**src/rtl/irq_ctrl.sv**
```systemverilog
// -----------------------------------------------------------------------------
// irq_ctrl : 68000 interrupt controller for the m68kfpga peripheral bus.
//
// Seven peripheral interrupt lines are hard-wired one per 68k priority level
// (irq_in[i-1] = level i). Each line is latched into a pending bit, which is
// either edge-captured or level-following depending on MODE. Pending bits are
// masked, priority-encoded and driven registered onto the CPU IPL pins. The
// controller answers the CPU interrupt-acknowledge cycle with a vector number
// and clears the serviced edge source.
//
// Register map (word address addr[7:1], low byte only, bit i = level i):
//   0 PENDING  read pending, write-1-to-clear edge-mode bits
//   1 MASK     R/W, 1 = enabled
//   2 MODE     R/W, 1 = edge, 0 = level
//   3 VBASE    R/W, bits 7:3 stored
//   5 AVEC     R/W, 1 = autovector this level (only with IRQ_AUTOVEC_EN)
//   others     read 0, writes ignored, still acknowledged
//
// Ports:
//   clk, reset_n   system clock, synchronous active-low reset
//   irq_in[6:0]    interrupt requests, active high, synchronous to clk
//   data_write     bus write data (only [7:1] used)
//   data_read      registered bus read data / IACK vector
//   addr[7:0]      byte address within the block
//   uds, lds       upper / lower data strobes, address-qualified
//   rw             1 = read, 0 = write
//   iack           interrupt-acknowledge cycle (FC = 7)
//   iack_level     level being acknowledged (CPU A3..A1)
//   ipl_n[2:0]     active-low encoded priority to the CPU
//   ack            bus cycle acknowledge (DTACK-style)
//   avec_n         autovector request, active low (IRQ_AUTOVEC_EN only)
//
// Build option: define IRQ_AUTOVEC_EN to add the AVEC register and the
// avec_n output. Without it every acknowledge is vectored.
// -----------------------------------------------------------------------------
module irq_ctrl #(
   parameter logic [7:0] VEC_BASE_RST = 8'h40,
   parameter logic [7:0] SPURIOUS_VEC = 8'h18
) (
   input  logic        clk,
   input  logic        reset_n,
   input  logic [6:0]  irq_in,
   input  logic [15:0] data_write,
   output logic [15:0] data_read,
   input  logic [7:0]  addr,
   input  logic        uds,
   input  logic        lds,
   input  logic        rw,
   input  logic        iack,
   input  logic [2:0]  iack_level,
   output logic [2:0]  ipl_n,
   output logic        ack
`ifdef IRQ_AUTOVEC_EN
   ,
   output logic        avec_n
`endif
);

   // Highest set level (1..7) of a level vector, 0 when none is set.
   function automatic logic [2:0] prio_enc(input logic [6:0] lv);
      prio_enc = 3'd0;
      for (int i = 0; i < 7; i++) begin
         if (lv[i]) prio_enc = 3'(i + 1);
      end
   endfunction

   // One-hot level vector for a 68k level number; level 0 selects nothing.
   function automatic logic [6:0] level_sel(input logic [2:0] lvl);
      level_sel = 7'd0;
      if (lvl != 3'd0) level_sel[lvl - 3'd1] = 1'b1;
   endfunction

   // ---------------------------------------------------------------- state
   logic [6:0] pending;
   logic [6:0] mask;
   logic [6:0] mode;
   logic [6:0] irq_r;
   logic [7:3] vbase;
   logic       iack_done;
`ifdef IRQ_AUTOVEC_EN
   logic [6:0] avec;
`endif

   // ---------------------------------------------------------------- decode
   logic       strobe;
   logic       bus_cyc;
   logic       iack_cyc;
   logic       wr_lo;
   logic [6:0] word;
   logic [6:0] active;
   logic [6:0] rise;
   logic [6:0] lvl_sel;
   logic [6:0] iack_clr;
   logic [6:0] w1c;
   logic [6:0] edge_next;
   logic [6:0] pending_next;
   logic       lvl_active;
   logic [7:0] vector;
   logic [7:0] rd_lo;
   logic       avec_hit;
   logic       ack_next;
   logic       unused_ok;

   assign strobe   = uds | lds;
   // A normal register access is any strobed cycle that is not an IACK.
   assign bus_cyc  = strobe & ~iack;
   // An IACK with rw=0 is not a valid acknowledge and is left unanswered.
   assign iack_cyc = strobe & iack & rw;
   assign wr_lo    = bus_cyc & ~rw & lds;
   assign word     = addr[7:1];

   assign active   = pending & mask;
   assign rise     = irq_in & ~irq_r;
   assign lvl_sel  = level_sel(iack_level);

   // The acknowledged source is cleared only on the first strobed cycle;
   // iack_done holds off further clears so a fresh edge arriving while the
   // CPU keeps its strobes asserted is not lost.
   assign iack_clr = (iack_cyc && !iack_done) ? lvl_sel : 7'd0;
   assign w1c      = (wr_lo && word == 7'd0) ? data_write[7:1] : 7'd0;

   // Edge capture: a new rising edge wins over any clear in the same cycle.
   assign edge_next    = (pending & ~(w1c | iack_clr)) | rise;
   assign pending_next = (mode & edge_next) | (~mode & irq_in);

   assign lvl_active = |(active & lvl_sel);
   assign vector     = lvl_active ? {vbase, iack_level} : SPURIOUS_VEC;

`ifdef IRQ_AUTOVEC_EN
   assign avec_hit = iack_cyc & |(avec & lvl_sel);
`else
   assign avec_hit = 1'b0;
`endif

   // Autovectored acknowledges are answered on avec_n instead of ack.
   assign ack_next = (bus_cyc | iack_cyc) & ~avec_hit;

   always_comb begin
      rd_lo = 8'h00;
      case (word)
         7'd0:    rd_lo = {pending, 1'b0};
         7'd1:    rd_lo = {mask, 1'b0};
         7'd2:    rd_lo = {mode, 1'b0};
         7'd3:    rd_lo = {vbase, 3'b000};
`ifdef IRQ_AUTOVEC_EN
         7'd5:    rd_lo = {avec, 1'b0};
`endif
         default: rd_lo = 8'h00;
      endcase
   end

   // Upper write byte, bit 0 and the byte-address LSB carry no state.
   assign unused_ok = ^{data_write[15:8], data_write[0], addr[0]};

   // ---------------------------------------------------------------- registers
   always_ff @(posedge clk) begin
      if (!reset_n) begin
         pending   <= 7'd0;
         mask      <= 7'd0;
         mode      <= 7'h7F;
         irq_r     <= 7'd0;
         vbase     <= VEC_BASE_RST[7:3];
         iack_done <= 1'b0;
         ipl_n     <= 3'b111;
         ack       <= 1'b0;
         data_read <= 16'h0000;
`ifdef IRQ_AUTOVEC_EN
         avec      <= 7'd0;
         avec_n    <= 1'b1;
`endif
      end else begin
         irq_r     <= irq_in;
         pending   <= pending_next;
         ipl_n     <= ~prio_enc(active);
         ack       <= ack_next;
         iack_done <= iack_cyc;
`ifdef IRQ_AUTOVEC_EN
         avec_n    <= ~avec_hit;
`endif

         if (wr_lo) begin
            case (word)
               7'd1:    mask  <= data_write[7:1];
               7'd2:    mode  <= data_write[7:1];
               7'd3:    vbase <= data_write[7:3];
`ifdef IRQ_AUTOVEC_EN
               7'd5:    avec  <= data_write[7:1];
`endif
               default: ;
            endcase
         end

         if (iack_cyc) begin
            data_read <= {8'h00, vector};
         end else if (bus_cyc && rw) begin
            if (uds) data_read[15:8] <= 8'h00;
            if (lds) data_read[7:0]  <= rd_lo;
         end
      end
   end

endmodule

```
**config.mk**
```make
export PLATFORM = sky130hd
export DESIGN_NAME = irq_ctrl
export DESIGN_NICKNAME = d
export VERILOG_FILES = /design/src/rtl/irq_ctrl.sv
export SDC_FILE = /design/constraint.sdc
export NUM_CORES = 1
export LEC_CHECK = 0
export CAP_MARGIN = 20
export CORE_MARGIN = 2
export CORE_UTILIZATION = 28
export CTS_CLUSTER_SIZE = 20
export DETAILED_ROUTE_END_ITERATION = 8
export DONT_BUFFER_PORTS = 1
export SLEW_MARGIN = 40
export SYNTH_ARGS = -nofsm -noshare
export SYNTH_HDL_FRONTEND = slang
export SYNTH_SLANG_ARGS = --single-unit
```
**constraint.sdc**
```tcl
create_clock -name clk -period 6.2 [get_ports clk]
set_input_delay 1.24 -clock clk [delete_from_list [all_inputs] [get_ports clk]]
set_output_delay 1.24 -clock clk [all_outputs]
set_load 0.02 [all_outputs]
```
==> out/results.ini <==
[sta]
tightest_slew_ps=655
finalMaxSlewViolations=0
skew_ps=8.43
rsz0062_at_grt=false
final.min_clock_period_ps=2780
setup_viol=0
min_period_over_period_pct=44.8
slew-limit-headroom_pct=56.0
finalHoldViolCount=0
hold_ws_ps=481
clock.fmax_ghz=0.360
fin_setup_tns_ps=0

[run]
drv_cap=0

[logic_synthesis]
synth-warning-count=0
synth_edf_count=0
synth.top_cell.area_share_pct=36.8
syn_avg_cell_area_sq_um=8.97
syn_inst=279
async_flop_share_pct=0
ys.flop_type=dfxtp_1
netlist_area_sq_um=2500
ys_ff_latch=46
netlist_top_cells_area=dfxtp_1 (37%), mux2i_1 (9.6%), nand2_1 (4.7%)
yosys.area.top_type=dfxtp_1
synth-seq-area-share_pct=36.8
ys_types=51

[grt]
antenna_found_initial=0
track_usage_pct=13.1
grt_pass1_vias=1867
overflow=0
grt_max_degree=51
grt_first_pass_wirelength_um=10100

[clock_network]
cts_tree=yes
cts.sinks=46
cts_buffers=5
root_buffer=clkbuf_8
worstSkewPairLatency_ps=310
holdBufCountCts=0
ctsResizeCount=0
post-cts-setup-buffers=0
cts_buffer_depth=2
htree_levels=2
path_clk_slew_ps=90

[hold_path]
holdPathStages=2
hp-start=irq_r[3]$_SDFF_PN0_
hold_class=flip-flop to flip-flop
hold_path_end=pending[3]$_SDFF_PN0_

[critical_path]
endpoint_kind=flip-flop
r2r-start=pending[3]$_SDFF_PN0_
cp_cell_sequence=inv_1 -> ha_1 -> nor4bb_1 -> mux2i_1 -> a21oi_1 -> a21oi_1 -> a211oi_1
cp_max_fo=13
critPathMaxStageDelay_ps=460
critPathSlowestCell=ha_1
regToRegEndpoint=data_read[1]$_SDFFE_PN0P_
crit_start=iack_level[0]
cp-start-kind=input port
r2r_slack_ps=4530
worst_ep_arrival_time_ps=3000
crit_path_frequent_cell=a21oi_1
cp.required_ps=6420
worst-r2r-cell-count=5
worstSetupPathType=input port to flip-flop

[place]
routabilityCongestion=0.795
hpwl_um=4590
portBuffers=0
placed_area_sq_um=2530

[cells_and_area]
diodes=0
stdcell_area_sq_um=2640
finalNetCount=310
drive_gt1_share_pct=7.43
final_common_cell=dfxtp_1
regArea_sq_um=921
layout_common_cells=dfxtp_1 (46), nand2_1 (31), mux2i_1 (24)
fillers=940
syn2layout_area_growth_pct=5.60
multi_input_area_sq_um=1460

[floorplanning]
rows=34
die_w_um=98.5
io_pins=60
start_util_pct=28.8
die_h_um=98.5
core_sq_um=8680
die_area_sq_um=9710

[power]
max-vdd-ir-drop_uv=87.8
leakage_uw=0.000961
power_density_nw_per_um2=229

[routing]
dr.pass1.iters=4
vias_per_cell=5.37
drtIter0Drc=175
wl_um=6280
num_vias=2023
drc=0
routedWlPerCell_um=16.7
ant_nets=0

[outcome]
status=finished clean

==> power by group <==
group / leakage, uW / internal (uW) / switching, uW
clock network: 0.0000585 / 121 / 109
logic: 0.000526 / 25.8 / 30.5
registers: 0.000377 / 306 / 12.3
total: 0.000961 / 453 / 151
==> cell usage after synthesis, drive strengths merged, types with 9 or more instances <==
library cell   n
nor2b         15
dfxtp         46
nor2          11
o21ai         14
a21oi         11
buf           17
and2          10
nand2         31
nand3          9
mux2i         24
==> routing by layer <==
| metal | vias up | routed length, um | GRT usage (%) | part of all wire, % |
|---|---|---|---|---|
| li1 | 987 | - | - | - |
| met1 | 944 | 2920 | 19.3 | 46 |
| met2 | 85 | 2600 | 18.7 | 41 |
| met3 | 7 | 714 | 4.18 | 11 |
| met4 | 0 | 49 | 2.63 | 0.78 |
| met5 | - | 0 | 0 | 0 |
==> worst max-delay path by stage <==
| stage | to | slack (ps) | depth (start not counted) |
|---|---|---|---|
| global route | data_read[1]$_SDFFE_PN0P_ | 3130 | 7 |
| finish | data_read[1]$_SDFFE_PN0P_ | 3420 | 7 |
| CTS | data_read[1]$_SDFFE_PN0P_ | 3430 | 7 |
| detailed placement | data_read[6]$_SDFFE_PN0P_ | 3110 | 7 |
| floorplan | data_read[6]$_SDFFE_PN0P_ | 3240 | 9 |
| global placement | mode[1]$_SDFFE_PN1P_ | 3010 | 5 |
==> sequential cells by signal, indices dropped and copies added (netlist names) <==
| name | count |
|---|---|
| mask | 7 |
| irq_r | 7 |
| ipl_n | 3 |
| data_read | 8 |
| vbase | 5 |
| ack | 1 |
| iack_done | 1 |
| mode | 7 |
| pending | 7 |
==> cell families after synthesis <==
logic type | share of synthesized area [%]
AOI/OAI and AO/OA | 20.5
DFF | 36.8
other | 0.150
muxes | 11.4
and+or+nand+nor | 23.7
adders and majority gates | 1.00
buffers and inverters | 6.45
==> cell type report <==
class                      instances  share of cell area (%)
tap                              108                    5.11
sequential                        46                    34.8
inverter                           5                   0.710
clock buffer                       5                    2.60
clock inverter                     3                    1.66
multi-input combinational        210                    55.1
==> worst max-delay path, delay by kind of cell <==
| family | cells | cell delay (ps) |
|---|---|---|
| AOI/OAI and AO/OA | 3 | 630 |
| adders and majority gates | 1 | 460 |
| and+or+nand+nor | 1 | 440 |
| muxes | 1 | 160 |
| buffers and inverters | 1 | 50 |
==> per-stage QoR <==
step	std cells	utilization (%)	worst slack, ps	power [uW]
after floorplan	286	-	3240	383
after global placement	369	29.1	3010	380
after detailed placement	369	29.2	3110	381
after CTS	377	30.4	3430	611
after global routing	377	30.4	3130	629
final	377	30.4	3420	604
Power figures use the tool's default switching activity.
